### config.mk
export PLATFORM = sky130hd
export DESIGN_NAME = sdram_arbiter
export DESIGN_NICKNAME = d
export VERILOG_FILES = /design/src/rtl/sdram_arbiter.sv
export SDC_FILE = /design/constraint.sdc
export NUM_CORES = 1
export LEC_CHECK = 0
export CELL_PAD_IN_SITES_DETAIL_PLACEMENT = 1
export CELL_PAD_IN_SITES_GLOBAL_PLACEMENT = 2
export CORE_MARGIN = 3
export CORE_UTILIZATION = 39
export CTS_CLUSTER_DIAMETER = 80
export DETAILED_ROUTE_END_ITERATION = 6
export DONT_BUFFER_PORTS = 1
export PLACE_DENSITY_LB_ADDON = 0.1
export SLEW_MARGIN = 0
export SYNTH_ARGS = -nofsm -noshare
export SYNTH_HDL_FRONTEND = slang
export SYNTH_SLANG_ARGS = --single-unit
### constraint.sdc
create_clock -name clk -period 2.55 [get_ports clk]
set_input_delay 0.3825 -clock clk [delete_from_list [all_inputs] [get_ports clk]]
set_output_delay 0.3825 -clock clk [all_outputs]
set_load 0.02 [all_outputs]
### src/rtl/sdram_arbiter.sv
// ---------------------------------------------------------------------------
// sdram_arbiter
//   Two-port front end for the sdram_controller logical interface.
//   Port 0 (SPI emulator) and port 1 (serial command parser) raise a level
//   request; the arbiter acks one of them, issues a single command
//   downstream and routes read data back to the requesting port.
//   Only one command is ever outstanding.
//
//   Command timeline for a request seen in IDLE during cycle k:
//     cycle k+1 : pN_ack high (port fields are sampled at the end of it)
//     cycle k+2 : sd_enable high with the registered command
//
//   Optional feature: define SDRAM_ARB_RR_EN for round-robin arbitration.
//   Without it, port 0 has fixed priority and no pointer register exists.
// ---------------------------------------------------------------------------
module sdram_arbiter #(
    parameter int ADDR_BITS = 25
) (
    input  logic                 clk,
    input  logic                 reset,

    // Port 0: SPI emulator
    input  logic                 p0_req,
    input  logic                 p0_we,
    input  logic [ADDR_BITS-1:0] p0_addr,
    input  logic [7:0]           p0_wr_data,
    output logic                 p0_ack,
    output logic [7:0]           p0_rd_data,
    output logic                 p0_rd_ready,

    // Port 1: serial command parser
    input  logic                 p1_req,
    input  logic                 p1_we,
    input  logic [ADDR_BITS-1:0] p1_addr,
    input  logic [7:0]           p1_wr_data,
    output logic                 p1_ack,
    output logic [7:0]           p1_rd_data,
    output logic                 p1_rd_ready,

    // Downstream sdram_controller interface
    output logic [ADDR_BITS-1:0] sd_addr,
    output logic [7:0]           sd_wr_data,
    output logic                 sd_we,
    output logic                 sd_enable,
    input  logic [7:0]           sd_rd_data,
    input  logic                 sd_rd_ready,
    input  logic                 sd_busy
);

    typedef enum logic [1:0] {
        ST_IDLE,
        ST_ISSUE,
        ST_ACCEPT,
        ST_COMPLETE
    } state_t;

    typedef struct packed {
        logic                 we;
        logic [ADDR_BITS-1:0] addr;
        logic [7:0]           wr_data;
    } cmd_t;

    state_t               r_state;
    state_t               w_next_state;

    // Strobes produced by the next-state logic for the datapath
    logic                 w_any_req;
    logic                 w_sel_port;    // 0 = port 0, 1 = port 1
    logic                 w_do_grant;
    logic                 w_do_issue;
    logic                 w_do_capture;
    cmd_t                 w_port_cmd;

    // Registered outputs and transaction context
    logic                 r_grant;
    logic                 r_p0_ack;
    logic                 r_p1_ack;
    logic [7:0]           r_p0_rd_data;
    logic [7:0]           r_p1_rd_data;
    logic                 r_p0_rd_ready;
    logic                 r_p1_rd_ready;
    logic                 r_sd_enable;
    logic                 r_sd_we;
    logic [ADDR_BITS-1:0] r_sd_addr;
    logic [7:0]           r_sd_wr_data;

    assign w_any_req = p0_req | p1_req;

`ifdef SDRAM_ARB_RR_EN
    // Port granted most recently; reset value makes port 0 win the first tie.
    logic r_last_grant;

    // Round-robin pointer follows every ack.
    always_ff @(posedge clk or posedge reset) begin
        if (reset) begin
            r_last_grant <= 1'b1;
        end else if (w_do_grant) begin
            r_last_grant <= w_sel_port;
        end
    end

    // On a tie the port not granted last wins; otherwise the lone requester.
    assign w_sel_port = (p0_req && p1_req) ? ~r_last_grant : p1_req;
`else
    // Fixed priority: port 1 is chosen only when port 0 is not requesting.
    assign w_sel_port = ~p0_req;
`endif

    // Command fields of the granted port, sampled during its ack cycle.
    assign w_port_cmd = r_grant ? cmd_t'{we: p1_we, addr: p1_addr, wr_data: p1_wr_data}
                                : cmd_t'{we: p0_we, addr: p0_addr, wr_data: p0_wr_data};

    // State register.
    always_ff @(posedge clk or posedge reset) begin
        if (reset) begin
            r_state <= ST_IDLE;
        end else begin
            // NOTE: sequential state uses non-blocking assignments so every
            // register samples pre-edge values regardless of block order.
            r_state <= w_next_state;
        end
    end

    // Next-state decode and one-cycle datapath strobes.
    always_comb begin
        // NOTE: every output of this block gets a default first; a missing
        // assignment on any path would otherwise infer a latch.
        w_next_state = r_state;
        w_do_grant   = 1'b0;
        w_do_issue   = 1'b0;
        w_do_capture = 1'b0;

        case (r_state)
            ST_IDLE: begin
                // A busy controller stalls grants; no ack is given meanwhile.
                if (!sd_busy && w_any_req) begin
                    w_do_grant   = 1'b1;
                    w_next_state = ST_ISSUE;
                end
            end

            ST_ISSUE: begin
                // Latch the acked port's command and launch sd_enable.
                w_do_issue   = 1'b1;
                w_next_state = ST_ACCEPT;
            end

            ST_ACCEPT: begin
                // A read may finish before busy is ever seen high.
                if (!r_sd_we && sd_rd_ready) begin
                    w_do_capture = 1'b1;
                    w_next_state = ST_IDLE;
                end else if (sd_busy) begin
                    w_next_state = ST_COMPLETE;
                end
            end

            ST_COMPLETE: begin
                if (r_sd_we) begin
                    if (!sd_busy) begin
                        w_next_state = ST_IDLE;
                    end
                end else if (sd_rd_ready) begin
                    w_do_capture = 1'b1;
                    w_next_state = ST_IDLE;
                end
            end

            default: begin
                w_next_state = ST_IDLE;
            end
        endcase
    end

    // Grant bookkeeping and ack pulses.
    always_ff @(posedge clk or posedge reset) begin
        if (reset) begin
            r_grant  <= 1'b0;
            r_p0_ack <= 1'b0;
            r_p1_ack <= 1'b0;
        end else begin
            r_p0_ack <= w_do_grant & ~w_sel_port;
            r_p1_ack <= w_do_grant &  w_sel_port;
            if (w_do_grant) begin
                r_grant <= w_sel_port;
            end
        end
    end

    // Downstream command registers; held from issue until the next issue.
    always_ff @(posedge clk or posedge reset) begin
        if (reset) begin
            r_sd_enable  <= 1'b0;
            r_sd_we      <= 1'b0;
            r_sd_addr    <= '0;
            r_sd_wr_data <= '0;
        end else begin
            r_sd_enable <= w_do_issue;
            if (w_do_issue) begin
                r_sd_we      <= w_port_cmd.we;
                r_sd_addr    <= w_port_cmd.addr;
                r_sd_wr_data <= w_port_cmd.wr_data;
            end
        end
    end

    // Read return: only the granted port's data and valid pulse move.
    always_ff @(posedge clk or posedge reset) begin
        if (reset) begin
            r_p0_rd_data  <= '0;
            r_p1_rd_data  <= '0;
            r_p0_rd_ready <= 1'b0;
            r_p1_rd_ready <= 1'b0;
        end else begin
            r_p0_rd_ready <= w_do_capture & ~r_grant;
            r_p1_rd_ready <= w_do_capture &  r_grant;
            if (w_do_capture && !r_grant) begin
                r_p0_rd_data <= sd_rd_data;
            end
            if (w_do_capture && r_grant) begin
                r_p1_rd_data <= sd_rd_data;
            end
        end
    end

    assign p0_ack      = r_p0_ack;
    assign p1_ack      = r_p1_ack;
    assign p0_rd_data  = r_p0_rd_data;
    assign p1_rd_data  = r_p1_rd_data;
    assign p0_rd_ready = r_p0_rd_ready;
    assign p1_rd_ready = r_p1_rd_ready;
    assign sd_enable   = r_sd_enable;
    assign sd_we       = r_sd_we;
    assign sd_addr     = r_sd_addr;
    assign sd_wr_data  = r_sd_wr_data;

endmodule

### Word-level counts from Yosys, hierarchy flattened

Index checks and enable logic that the tools add are counted.

| word-level totals | value |
|---|---|
| logic and storage cells | 50 |
| bits in registers | 58 |

| cells by class | value |
|---|---|
| mux-type cells | 15 |
| reductions and logical operators | 9 |
| equality and inequality tests | 7 |
| bitwise gates (word level) | 7 |

Operators by type and width:

| kind | number |
|---|---|
| 34-bit 2-to-1 mux | 1 |
| 2-bit 2-to-1 mux | 6 |
| 3-bit inequality test, second input constant | 3 |
| 2-bit one-hot mux with 4 select lines | 1 |
| 1-bit 2-to-1 mux | 6 |
| 1-bit bitwise AND | 4 |
| 2-bit equality test, second input constant | 2 |
| 1-bit logical AND | 4 |
| 4-bit AND reduction | 1 |
| 1-bit logical NOT | 3 |
| 2-bit by 1-bit equality test with 1-bit output, second input constant | 1 |
| 2-bit logical NOT | 1 |
| 2-bit inequality test, second input constant | 1 |
| 1-bit NOT | 2 |
| 1-bit one-hot mux with 2 select lines | 1 |
| 1-bit OR | 1 |

### Longest topological paths before layout

Gate-level depths: netlist of run 1.

| depth | value |
|---|---|
| depth after elaboration | 5 |
| gate-level depth with buffers | 5 |
| mapped depth without buffers | 3 |

### Least setup slack after synthesis of run 1

No wires, ideal clock.

| timing | value |
|---|---|
| path type | reg-to-reg |
| start point | reg r_sd_we (netlist: sd_we) |
| end point | reg r_p0_rd_data[0] (netlist: p0_rd_data[0]) |
| slack | 1.192 ns |
| arrival time | 1.233 ns |
| path buffers | 0 |
| clock period less this slack | 1.358 ns |
| cell stages (with the launch flop) | 3 |
| setup time | 0.125 ns |
| path through | dfrtp_1 > nor3_4 > mux2_2 |

| on the way | value |
|---|---|
| longest elaborated chain between the ends | 5 |

RTL lines:

| item | line | source |
|---|---|---|
| start, declared | 83 | `logic r_sd_we;` |
| start signal, assigned | 200 | `r_sd_we <= w_port_cmd.we;` |
| 1-bit logical NOT | 150 | `if (!r_sd_we && sd_rd_ready) begin` |
| 1-bit logical AND | 150 |  |
| 1-bit 2-to-1 mux | 150 |  |
| 1-bit one-hot mux with 2 select lines (*) | 133 | `case (r_state)` |
| 1-bit logical AND (*) | 217 | `if (w_do_capture && !r_grant) begin` |
| end signal, assigned | 218 | `r_p0_rd_data <= sd_rd_data;` |
| end, declared | 78 | `logic [7:0] r_p0_rd_data;` |

Every way passes the cells marked *; elsewhere a longest branch is shown, timed or not.
A chain may end at the register's enable or synchronous reset.

### Worst setup path after layout of run 1

| timing | value |
|---|---|
| start point | reg r_state[1] |
| end point | reg r_sd_addr[21] (netlist: sd_addr[21]) |

| on the way | value |
|---|---|
| longest elaborated chain between the ends | 2 |

RTL lines:

| item | line | source |
|---|---|---|
| start, declared | 63 | `state_t r_state;` |
| start signal, assigned | 120 | `r_state <= w_next_state;` |
| 2-bit by 1-bit equality test with 1-bit output | 133 |  |
| 1-bit 2-to-1 mux | 133 |  |
| end signal, assigned | 201 | `r_sd_addr <= w_port_cmd.addr;` |
| end, declared | 84 | `logic [ADDR_BITS-1:0] r_sd_addr;` |

No other way between the ends.

==> run summary, run 1 <==
The total overflow left after global routing is 0. After synthesis the cells add up to 2457 um^2. The run gives 0 as the number of pins with negative max-slew slack in the final report. Traced cell by cell, the critical path runs through nand2b_2 > buf_4 > o21ai_0. After synthesis, the largest family of logic cells by area is multiplexers.

The region available for standard cell placement spans 6026 um^2. The tools report the number of buffers inserted during clock tree synthesis as 9. Once detailed placement completed, the half-perimeter wirelength came to 4.468 mm. The overall routing resource usage was 0.1661; the areal power density over the cells was 1496 nW/um^2. In this run the critical register-to-register path is launched from r_state[1]. After detailed routing, the average wire length per cell comes to 19.66 um.

The initial detailed-routing violation count came out at 32. In this run the core area contains 28 standard-cell rows. The per-cell via count in the routed design came out at 5.384. Layout overhead on the synthesized area: 10.74%. The logs give 295 for the number of nets at the end of the flow and 2.74 ns for the data required time of the critical path. In the final layout, the multi-input gates occupy 919.6 um^2. The tools report the total number of clock tree sinks as 58.

Average cell area after synthesis: 11.70 um^2. Entering global routing, the biggest net connects 38 pins. STA classifies the critical path startpoint as a flop.

The flow ran to the end, and the final reports show no timing, DRC or antenna violations. Data arrives at the worst endpoint at 1.82 ns. TritonCTS built the clock tree. The maximum count of clock buffers along a single path is 2. The worst setup path is captured at a flop. The overall power came out at 4.072 mW. The final critical path time including I/O delays and setup is 1.638 ns. The first detailed-routing pass took 4 iterations.

Adder and majority cell fraction of the synthesized area: 0. Buffer type at the clock tree root: clkbuf_8. Fill cells in the final layout number 657. The proportion of layout cells with a drive suffix above 1 was 0.1751.

The final route contains 1572 vias. Once detail routing completed, the nets flagged for antenna violations numbered 0. Count of buffer and inverter cells on the critical path: 1. The clock latency reported for the late side of the worst-skew pair came out at 0.32 ns. The first global-routing pass estimated 9.239 mm of wire. The area of the die is 7290 um^2, and the count of pins on the block boundary is 137.

Sequential element share of the synthesized area: 0.5906. The endpoint of the most critical register-to-register path is sd_addr[21]. Counting cells, the worst reg-to-reg path comes to 3.

The xor and xnor area share after synthesis works out to 0. For this design, the slowest cell found on the critical path is nand2b_2. The number of H-tree branching levels is 3, and the number of remaining DRC errors is 0.

The slack of the worst reg-to-reg path was 0.91 ns; the cell count along the critical path was 3. The overall routed net length is 5.741 mm, and the number of antenna violations at the first check in global routing is 0. During synthesis, Yosys emitted a total of 0 warnings. The run gives 0.4078 as the initial core utilization. The number of standard cells in the layout, taps in and fillers out was 292.

The measured slew at the worst slew-check pin was 0.5766 ns; the clock-pin slew on the worst setup and hold paths was 0.06 ns. The share of synthesized cell area in and, or, nand and nor gates works out to 0.07994. For the normalized max-slew margin, the log shows 0.6156. Setup repair after global routing left no endpoint under its margin. From left edge to right edge, the die measures 85.38 um. The floorplan die height was 85.38 um; the count of final hold-check violations was 0. Destination of the critical timing path: sd_addr[21]. The count of distinct cell types in the synthesized netlist was 18; the highest fanout seen on the critical path was 36. The repair_antennas step left the layout with diodes totalling 0.

Biggest cell delay along the critical path: 0.52 ns. On the critical path the largest part of the delay comes from simple AND/OR/NAND/NOR gates. The sequential cells in the finished layout cover a total of 1453 um^2. The complex-gate fraction of the synthesized area was 0.08147. The mux cell area share after synthesis was 0.2118. Across the run, the number of max-cap violations was 0. The run gives 0 as the post-cts sizing count.

The number of nets handed over by synthesis was 292. The setup total negative slack came out at 0 ns. Worst min-delay path class: in -> reg.

The final clock period utilization by the worst path was 0.6425. After synthesis the netlist holds a flip-flop and latch count of 58. Clock skew on the completed layout was measured at 0.004580 ns.

The logs give 1743 for the via count of the first global-routing pass and 210 for the gate count after technology mapping. Setup violations remaining at the end of the flow were counted as 0. For this design the static power due to leakage is 1.295 nW. The start-to-end type of the worst setup path is reg -> reg.

The highest attainable clock frequency was 0.6103 GHz. Across the VDD grid, the largest voltage drop is 0.0005870 V. Buffers placed on the I/O ports in this run total 0. After detailed placement, the design holds a cell count of 276.

For the last weighted congestion value of the routability-driven placer, the log shows 0.7430. The launching element of the worst setup path was r_state[1].
power breakdown:
part / switching, mW / internal (mW)
logic: 0.518 / 0.450
registers: 0.892 / 1.36
clock network: 0.323 / 0.525
total: 1.73 / 2.34
cells in the final DEF (no fill, tap or decap), drive strengths merged:
cell type,Yosys,final
buf,9,3
mux2,16,16
clkinv,0,1
bufinv,0,1
and2,1,1
nor2,3,3
mux2i,34,34
a21oi,2,2
nand2,37,37
inv,5,5
nor3,2,2
nand4,1,1
nand2b,1,1
dlygate4sd3,0,1
o21ai,38,38
dfrtp,58,58
clkbuf,3,13
registers in the layout, indices dropped and copies added, names as in the netlist:
register     flops
sd_enable        1
sd_we            1
r_grant          1
p0_rd_ready      1
p1_rd_data       8
r_state          2
p1_ack           1
sd_wr_data       8
p1_rd_ready      1
sd_addr         25
p0_ack           1
p0_rd_data       8
worst register-to-register path, stage by stage, from the launching register on:
cell	delay (ns)
dfrtp_1	0.41
nand2b_2	0.52
buf_4	0.42
o21ai_0	0.16
synth_stat cells:
cell type  count  area share
nor3_1         1      0.0020
a21oi_1        2      0.0041
inv_1          5      0.0076
mux2i_1       34        0.14
buf_4          3      0.0092
clkbuf_1       3      0.0046
nand4_2        1      0.0051
nand2b_1       1      0.0025
o21ai_1        2      0.0041
and2_1         1      0.0025
nor3_4         1      0.0066
buf_2          5       0.010
nand2_1       37       0.057
nor2_1         3      0.0046
buf_6          1      0.0046
o21ai_0       36       0.073
dfrtp_1       58        0.59
mux2_2        16       0.073
final cells by class:
cell class	instances	area share
Sequential cell	58	0.5338
Clock inverter	2	0.01287
Multi-Input combinational cell	135	0.3379
Inverter	5	0.006897
Clock buffer	13	0.06207
Timing Repair Buffer	4	0.01195
Tap cell	75	0.03448
worst min path at each step:
stage	depth (start not counted)	slack [ns]	start	endpoint
after floorplan	1	0.45	p0_req	p1_ack
after global placement	1	0.28	reset	p1_rd_ready
after detailed placement	1	0.29	reset	p1_rd_ready
after CTS	1	0.09	p0_req	p1_ack
after global routing	1	0.1	p0_req	p1_ack
final	1	0.12	p0_req	p1_ack
repair_timing:
| item | 4_1_cts | 5_1_grt |
|---|---|---|
| buffers inserted | 0 | 0 |
| endpoints found under the hold margin | 21 | 0 |
| endpoints found under the setup margin | 0 | 0 |
| hold buffers | 1 | 0 |
per-layer routing:
| metal | vias to the layer above | wire length [um] | GRT usage |
|---|---|---|---|
| li1 | 721 | - | - |
| met1 | 757 | 2118 | 0.1839 |
| met2 | 85 | 2943 | 0.2790 |
| met3 | 9 | 593 | 0.06602 |
| met4 | 0 | 86 | 0.07770 |
| met5 | - | 0 | 0 |
per-stage QoR:
stage	hold WS (ns)	worst slack (ns)	cell area (um^2)	utilization
after floorplan	0.4480	0.7395	2457	-
after detailed placement	0.2949	0.8893	2507	0.4161
after CTS	0.09423	0.8753	2721	0.4516
after global routing	0.09957	0.7169	2721	0.4516
after global placement	0.2811	0.9875	2507	0.4161
final	0.1165	0.9115	2721	0.4516
logic make-up (layout without fill, tap and decap cells):
| logic type | after synthesis | count (layout) |
|---|---|---|
| multiplexers | 50 | 50 |
| buffers and inverters | 17 | 24 |
| AND/OR/NAND/NOR | 45 | 45 |
| flip-flops | 58 | 58 |
| AO/OA/AOI/OAI | 40 | 40 |
Note: power is estimated with default switching activity, not from simulation.
==> run 2: changes to the inputs <==
--- a/config.mk
+++ b/config.mk
@@ -8,7 +8,7 @@
 export CELL_PAD_IN_SITES_DETAIL_PLACEMENT = 1
 export CELL_PAD_IN_SITES_GLOBAL_PLACEMENT = 2
 export CORE_MARGIN = 3
-export CORE_UTILIZATION = 39
+export CORE_UTILIZATION = 32
 export CTS_CLUSTER_DIAMETER = 80
 export DETAILED_ROUTE_END_ITERATION = 6
 export DONT_BUFFER_PORTS = 1
==> constraint.sdc (replaced) <==
create_clock -name clk -period 1.4 [get_ports clk]
set_input_delay 0.21 -clock clk [delete_from_list [all_inputs] [get_ports clk]]
set_output_delay 0.21 -clock clk [all_outputs]
set_load 0.02 [all_outputs]
==> run 2 against run 1 <==
Effect of this change:
- wire length up 3.2%
- die area up 20%
- design area up 6.0%
- final cell count up 11%
- clock skew up 0.0025 ns
- critical path depth up 1
- sequential power up 79%
- critical path type unchanged
- largest cell class unchanged
==> run summary, run 2 (same netlist as run 1, synthesis figures left out) <==
The flow ran to the end, and the final reports show no timing, DRC or antenna violations. The highest fanout seen on the critical path works out to 9. The min-delay analysis places its worst path in the category in -> reg. The most common cell after layout, fill and taps aside was dfrtp_1. For this run, the detailed router's first-pass iteration total came to 2. The areal power density over the cells is 2682 nW/um^2. The overall routing resource usage was 0.1384; the clock latency reported for the late side of the worst-skew pair was 0.33 ns. The measured slew at the worst slew-check pin works out to 0.3201 ns. The final clock period utilization by the worst path was 0.9307. For the share of the core filled with cells in the final layout, the log shows 0.3915.

Setup repair after global routing left no endpoint under its margin. TritonCTS created 9 clock buffers. The detailed router finished its first iteration with 11 violations. Total inserted antenna cells: 0. For this block, the via count after detailed routing is 1592. For the clock tree skew after final layout, the log shows 0.007037 ns. The number of H-tree branching levels is 3. The proportion of layout cells with a drive suffix above 1 works out to 0.1956. Number of nets at the end of the flow: 302.

The count of pins on the block boundary was 137. TritonCTS built the clock tree. The sequential cells in the finished layout cover a total of 1453 um^2.

The tools report the area of the die as 8767 um^2. The data required time of the critical path is 1.61 ns, and the biggest cell delay along the critical path is 0.43 ns. The worst path meets setup with 0.09700 ns of slack. The layout has 804 filler cells. The slowest stage of the critical path is the dfrtp_1 cell.

The critical path goes through nand2_1 > nor3_4 > buf_12 > mux2_2. The clock-pin slew on the worst setup and hold paths came out at 0.06 ns. For the count of final setup violators, the log shows 0. The half-perimeter wire length after detailed placement is 4.550 mm, and the signal arrival time at the worst endpoint is 1.51 ns. Buffer type at the clock tree root: clkbuf_8. The overall overflow remaining after global route is 0. After detailed routing, the number of remaining DRC violations is 0.

Multi-input gate area in the final layout: 924.6 um^2. The tools report the highest attainable clock frequency as 0.7675 GHz. The library cells used most frequently in the layout, excluding fill and tap cells, are dfrtp_1, nand2_1, o21ai_0. The count of buffers added on input and output ports is 0. In this run the remaining antenna-violating nets after routing total 0. CTS saw 58 sinks.

The die is 93.63 um wide. For this block, the routed nets add up to 5.926 mm of wire. The area growth from synthesis to layout is 17.41%. The worst setup path is launched from a flop. The number of antenna violations at the first check in global routing came out at 0. Measured along the y axis, the die boundary spans 93.63 um. Dividing the detail-routed via count by the number of cells gives 4.914. Pin count of the biggest net entering global routing: 59. The run gives 0 as the count of final hold-check violations.

Timing analysis after detailed placement gives a worst setup slack of 0.09386 ns. Summed over all cells, the static leakage comes to 1.347 nW. Wire length of the first global-routing pass: 9.094 mm.

The logs give 0.7861 for the normalized max-slew margin and 7370 um^2 for the total core area. The tools report the maximum count of clock buffers along a single path as 2. The tool flagged a number of max-cap violations equal to 0.

The initial core utilization came out at 0.3334. After layout, the minimum clock period comes to 1.303 ns. For the overall power, the log shows 7.738 mW. Start-to-end type of the worst setup path: reg -> reg. The setup total negative slack came out at 0 ns. In the final routed layout, each cell accounts on average for 18.29 um.

The via count of the first global-routing pass is 1700, and the last weighted congestion value of the routability-driven placer is 0.6810. IR analysis of the VDD net gives a maximum drop of 0.0008045 V. The count of cells along the worst hold path is 1. The worst hold slack across all endpoints is 0.03068 ns, and the number of cells traversed by the worst register-to-register path is 4. The register with the most flip-flops in the layout has 25 of them.

In this run the core area contains 31 standard-cell rows. Number of pins with negative max-slew slack in the final report: 0. STA classifies the critical path endpoint as a flop.
-- run 2: worst paths after layout --
path,from,to,slack (ns)
min in group asynchronous,reset,p1_rd_ready,0.43
worst min-delay path,sd_rd_data[6],p1_rd_data[6],0.03
max in group asynchronous,reset,r_grant,0.68
worst max register to register,r_state[1],p0_rd_data[4],0.1
worst min register to register,sd_addr[20],sd_addr[20],0.62
worst max-delay path,r_state[1],p0_rd_data[4],0.1
-- run 2: worst max-delay path, delay by kind of cell (launching register included) --
| kind | cells | cell delay (ns) |
|---|---|---|
| AND/OR/NAND/NOR | 2 | 0.27 |
| buffers and inverters | 1 | 0.15 |
| flip-flops | 1 | 0.43 |
| multiplexers | 1 | 0.33 |
-- run 2: through the flow --
step	cells	cell area, um^2
4_1_cts	323	2870
6_report	324	2885
2_1_floorplan	210	2461
3_3_place_gp	304	2621
3_5_place_dp	304	2621
5_1_grt	324	2885
-- run 2: area by class of cell --
type,count,area share
sequential,58,0.5035
inverter,5,0.007806
clock buffer,11,0.04900
clock inverter,5,0.02689
timing repair buffer,11,0.04944
tap,99,0.04293
multi-input combinational,135,0.3205
-- run 2: timing repair --
| item | CTS | global route |
|---|---|---|
| buffers inserted | 0 | 0 |
| hold endpoints to repair | 59 | 1 |
| hold buffers | 3 | 1 |
| resized for setup | 0 | 1 |
| endpoints found under the setup margin | 0 | 1 |
-- run 2: metal layers --
layer | track usage | vias to the layer above | wire length, um
met5 | 0 | - | 0
met4 | 0.06619 | 0 | 104
met3 | 0.06114 | 10 | 659
met2 | 0.2347 | 85 | 3066
met1 | 0.1465 | 761 | 2096
li1 | - | 736 | -
-- run 2: report_power, final --
group / total, mW / internal (mW) / switching, mW
clock: 1.68 / 1.04 / 0.637
sequential: 4.02 / 2.48 / 1.53
combinational: 2.04 / 0.976 / 1.06
total: 7.74 / 4.50 / 3.23
==> variant 1: new RTL, settings of run 2 <==
Encoding of `state_t`: now one-hot (4 bits for 4 states).
--- a/src/rtl/sdram_arbiter.sv
+++ b/src/rtl/sdram_arbiter.sv
@@ -48,9 +48,9 @@
 );
 
-    typedef enum logic [1:0] {
-        ST_IDLE,
-        ST_ISSUE,
-        ST_ACCEPT,
-        ST_COMPLETE
+    typedef enum logic [3:0] {
+        ST_IDLE     = 4'b0001,
+        ST_ISSUE    = 4'b0010,
+        ST_ACCEPT   = 4'b0100,
+        ST_COMPLETE = 4'b1000
     } state_t;
 
Function: same outputs for any inputs over 10 cycles, from zero or initial values and one cycle with reset high; not proved beyond that.
==> variant 1 against run 2 <==
The flow now finishes with violations (negative setup slack); core utilization rose by 5.3 points; total power fell by 8.3%; cell area rose by 20%; setup slack got worse by 0.25 ns; sequential cell count rose by 2; synthesized area rose by 5.5%; clock skew rose by 0.0012 ns; die area rose by 5.1%; routed wire length rose by 42%; clock power fell by 12%; largest power group unchanged; highest routed layer unchanged.
==> variant 1: results (changes against run 2) <==
* RD Place Congestion at 0.662 (was 0.681)
* Routed vias/inst at 5.23 (was 4.91)
* First-pass GRT wire length at 11.8 mm (was 9.09 mm)
* Worst Path Max Fanout at 3 (was 9)
* Top cell family by delay on the critical path: simple AND/OR/NAND/NOR gates (was flip-flops)
* Setup violators final at 56 (was 0)
* Vias at 1855 (was 1592)
* Inst Count DP at 320 (was 304)
* Largest cells by area after synthesis: dfrtp_1 57%, mux2i_1 13%, mux2_2 6.9%, a21oi_1 6.6%, nor2_1 5.2% (was dfrtp_1 59%, mux2i_1 14%, o21ai_0 7.3%, mux2_2 7.3%, nand2_1 5.7%)
* First-pass DRT Iterations at 3 (was 2)
* Worst-Margin Slew at 0.555 ns (was 0.320 ns)
* Setup WS post-layout at -0.157 ns (was 0.0970 ns)
* Failing checks: negative setup slack
* Layout Nets at 330 (was 302)
* Worst vdd ir at 1.35 mV (was 0.805 mV)
* Hold path endpoint: p0_ack$_DFF_PP0_ (was p1_rd_data[6]$_DFFE_PP0P_)
* Cells after Synth at 216 (was 210)
* PwrDens at 2040 nW/um2 (was 2680 nW/um2)
* Status: finished with violations (was finished clean)
* Max incr delay on CP at 0.56 ns (was 0.43 ns)
* Unique masters post-synth at 28 (was 18)
* Crit Reg-Reg Startpoint: r_state[0]$_DFFE_PP1P_ (was r_state[1]$_DFFE_PP0P_)
* Layout cells sized above 1 at 34.0% (was 19.6%)
* Total Neg Setup Slack at -3.96 ns (was 0 ns)
* P_sw at 2850 uW (was 3230 uW)
* Total wire length at 8.40 mm (was 5.93 mm)
* Post-synthesis sequential area ratio at 58.0% (was 59.1%)
==> variant 1: logic make-up after synthesis <==
kind of cell | share of synthesized area (%)
AOI/OAI and AO/OA | 7.87
xor gates and xnor gates | 0.338
buffers and inverters | 2.99
DFF | 58.0
muxes | 20.1
and+or+nand+nor | 10.8
==> variant 1: worst register-to-register path, delay by kind of cell (launching register included) <==
family             cells  cell delay [ns]
AOI/OAI and AO/OA      1             0.16
DFF                    1             0.56
and+or+nand+nor        2             0.77
==> variant 1: routing by layer <==
layer,routed length [um],track usage [%],vias up
li1,-,-,828
met1,3140,19.5,935
met2,4500,30.9,82
met3,657,5.32,10
met4,106,6.99,0
met5,0,0,-
==> variant 1: cell type report <==
cell class	instances	area, um2
repair buffers	31	489
fillers	818	4340
clock buffers	11	131
clock inverters	5	52.6
flip-flops and latches	60	1510
well taps	102	128
multi-input cells	142	1140
inverters	4	18.8
==> variant 2: new RTL, flow settings as in run 2 <==
Made on the original files. The option `SDRAM_ARB_RR_EN` is turned on by a define.
--- a/src/rtl/sdram_arbiter.sv
+++ b/src/rtl/sdram_arbiter.sv
@@ -14,4 +14,6 @@
 //   Without it, port 0 has fixed priority and no pointer register exists.
 // ---------------------------------------------------------------------------
+`define SDRAM_ARB_RR_EN
+
 module sdram_arbiter #(
     parameter int ADDR_BITS = 25
Check against the original RTL: not equivalent (a bounded check fails within 10 cycles, from zero or initial values and one cycle with reset high).
==> variant 2 against run 2 <==
Synthesized area up 4.6%; non-clock buffer count is 3 higher; total power decreased by 1.1%; sequential cell count increased by 1; clock power is 9% lower; setup slack lost 0.058 ns; worst hold slack got worse by 0.014 ns; routed wire length rose by 6.7%; core utilization decreased by 1.1 points; maximum frequency decreased by 4.3%; clock skew up 0.00069 ns; via count is 3.5% higher; cell area is 2.4% higher; critical path type unchanged; largest power group unchanged.
==> variant 2: results (changes against run 2) <==
* Vias at 1647 (was 1592)
* Vias in the first global route at 1761 (was 1700)
* Initial DRC Count at 23 (was 11)
* Leak at 0.00135 uW (about the same)
* First-pass DRT Iterations at 3 (was 2)
* Largest cells by area after synthesis: dfrtp_1 56%, mux2i_1 13%, mux2_2 7.0%, o21ai_0 6.2%, nand2_1 5.4% (was dfrtp_1 59%, mux2i_1 14%, o21ai_0 7.3%, mux2_2 7.3%, nand2_1 5.7%)
* Unique masters post-synth at 23 (was 18)
* Pre-CTS setup slack at 0.0259 ns (was 0.0939 ns)
* Met1 global-route usage at 14.9% (was 14.7%)
* RD Place Congestion at 0.689 (was 0.681)
* Layout Nets at 310 (was 302)
* P_sw at 3330 uW (was 3230 uW)
* Critical Path AT at 1.59 ns (was 1.51 ns)
* Post-DP Area at 2690 um2 (was 2620 um2)
* Layout Skew at 0.00772 ns (was 0.00704 ns)
* Worst vdd ir at 0.794 mV (was 0.805 mV)
* Leading power group: registers (unchanged)
* GRT Util Overall at 13.6% (was 13.8%)
* P_clk at 1530 uW (was 1680 uW)
* Pin count of the biggest net entering global routing at 65 (was 59)
* Status: finished clean (unchanged)
* Inst Count DP at 312 (was 304)
* Post-synth top cells: 58 x dfrtp_1, 37 x nand2_1, 34 x mux2i_1, 32 x o21ai_0, 16 x mux2_2 (was 58 x dfrtp_1, 37 x nand2_1, 36 x o21ai_0, 34 x mux2i_1, 16 x mux2_2)
* Mean Syn Cell Area at 11.8 um2 (was 11.7 um2)
* GR Layer Usage met2 at 23.6% (was 23.5%)
* Total wire length at 6.32 mm (was 5.93 mm)
* First-pass GRT wire length at 9.23 mm (was 9.09 mm)
* Post-synthesis sequential area ratio at 57.5% (was 59.1%)
* Max-slew headroom at 62.2% (was 78.6%)
* Worst Setup SP: sd_we$_DFFE_PP0P_ (was r_state[1]$_DFFE_PP0P_)
* PwrDens at 2590 nW/um2 (was 2680 nW/um2)
* Routed wire per std cell at 18.9 um (was 18.3 um)
## variant 2: kinds of logic after synthesis
family | synth area share [%]
compound gates | 8.13
buf+inv | 5.35
flops | 57.5
mux | 20.2
simple gates | 8.81
## variant 2: area by class of cell
| type | count | area, um2 |
|---|---|---|
| Clock buffer | 9 | 124 |
| Clock inverter | 7 | 68.8 |
| Fill cell | 858 | 4810 |
| Inverter | 7 | 30.0 |
| Multi-Input combinational cell | 137 | 958 |
| Sequential cell | 59 | 1480 |
| Tap cell | 102 | 128 |
| Timing Repair Buffer | 14 | 164 |
## variant 2: path summary, 6_finish.rpt
| path | end | slack, ns | cells after the start |
|---|---|---|---|
| worst max-delay path | p0_rd_data[5]$_DFFE_PP0P_ | 0.04 | 4 |
| worst min-delay path | p1_rd_data[0]$_DFFE_PP0P_ | 0.02 | 1 |
| worst max register to register | p0_rd_data[5]$_DFFE_PP0P_ | 0.04 | 4 |
| worst min register to register | r_last_grant$_DFFE_PP1N_ | 0.49 | 2 |
| max in group asynchronous | r_last_grant$_DFFE_PP1N_ | 0.44 | 3 |
| min in group asynchronous | p0_rd_data[7]$_DFFE_PP0P_ | 0.40 | 2 |
## variant 2: per-layer routing
| metal | vias up | routed length [um] | part of all wire (%) |
|---|---|---|---|
| li1 | 771 | - | - |
| met1 | 797 | 2330 | 37 |
| met2 | 72 | 3370 | 53 |
| met3 | 7 | 546 | 8.6 |
| met4 | 0 | 78 | 1.2 |
| met5 | - | 0 | 0 |
## variant 2: repair_timing
item | CTS | global route
hold buffers | 2 | 5
gates resized for setup | 0 | 2
endpoints found under the setup margin | 0 | 38
hold endpoints to repair | 24 | 8
## variant 2: worst max-delay path: stages (launching register included)
cell      delay [ns]
dfrtp_2         0.40
nand2b_4        0.15
nor3b_2         0.20
buf_6           0.17
mux2_2          0.33
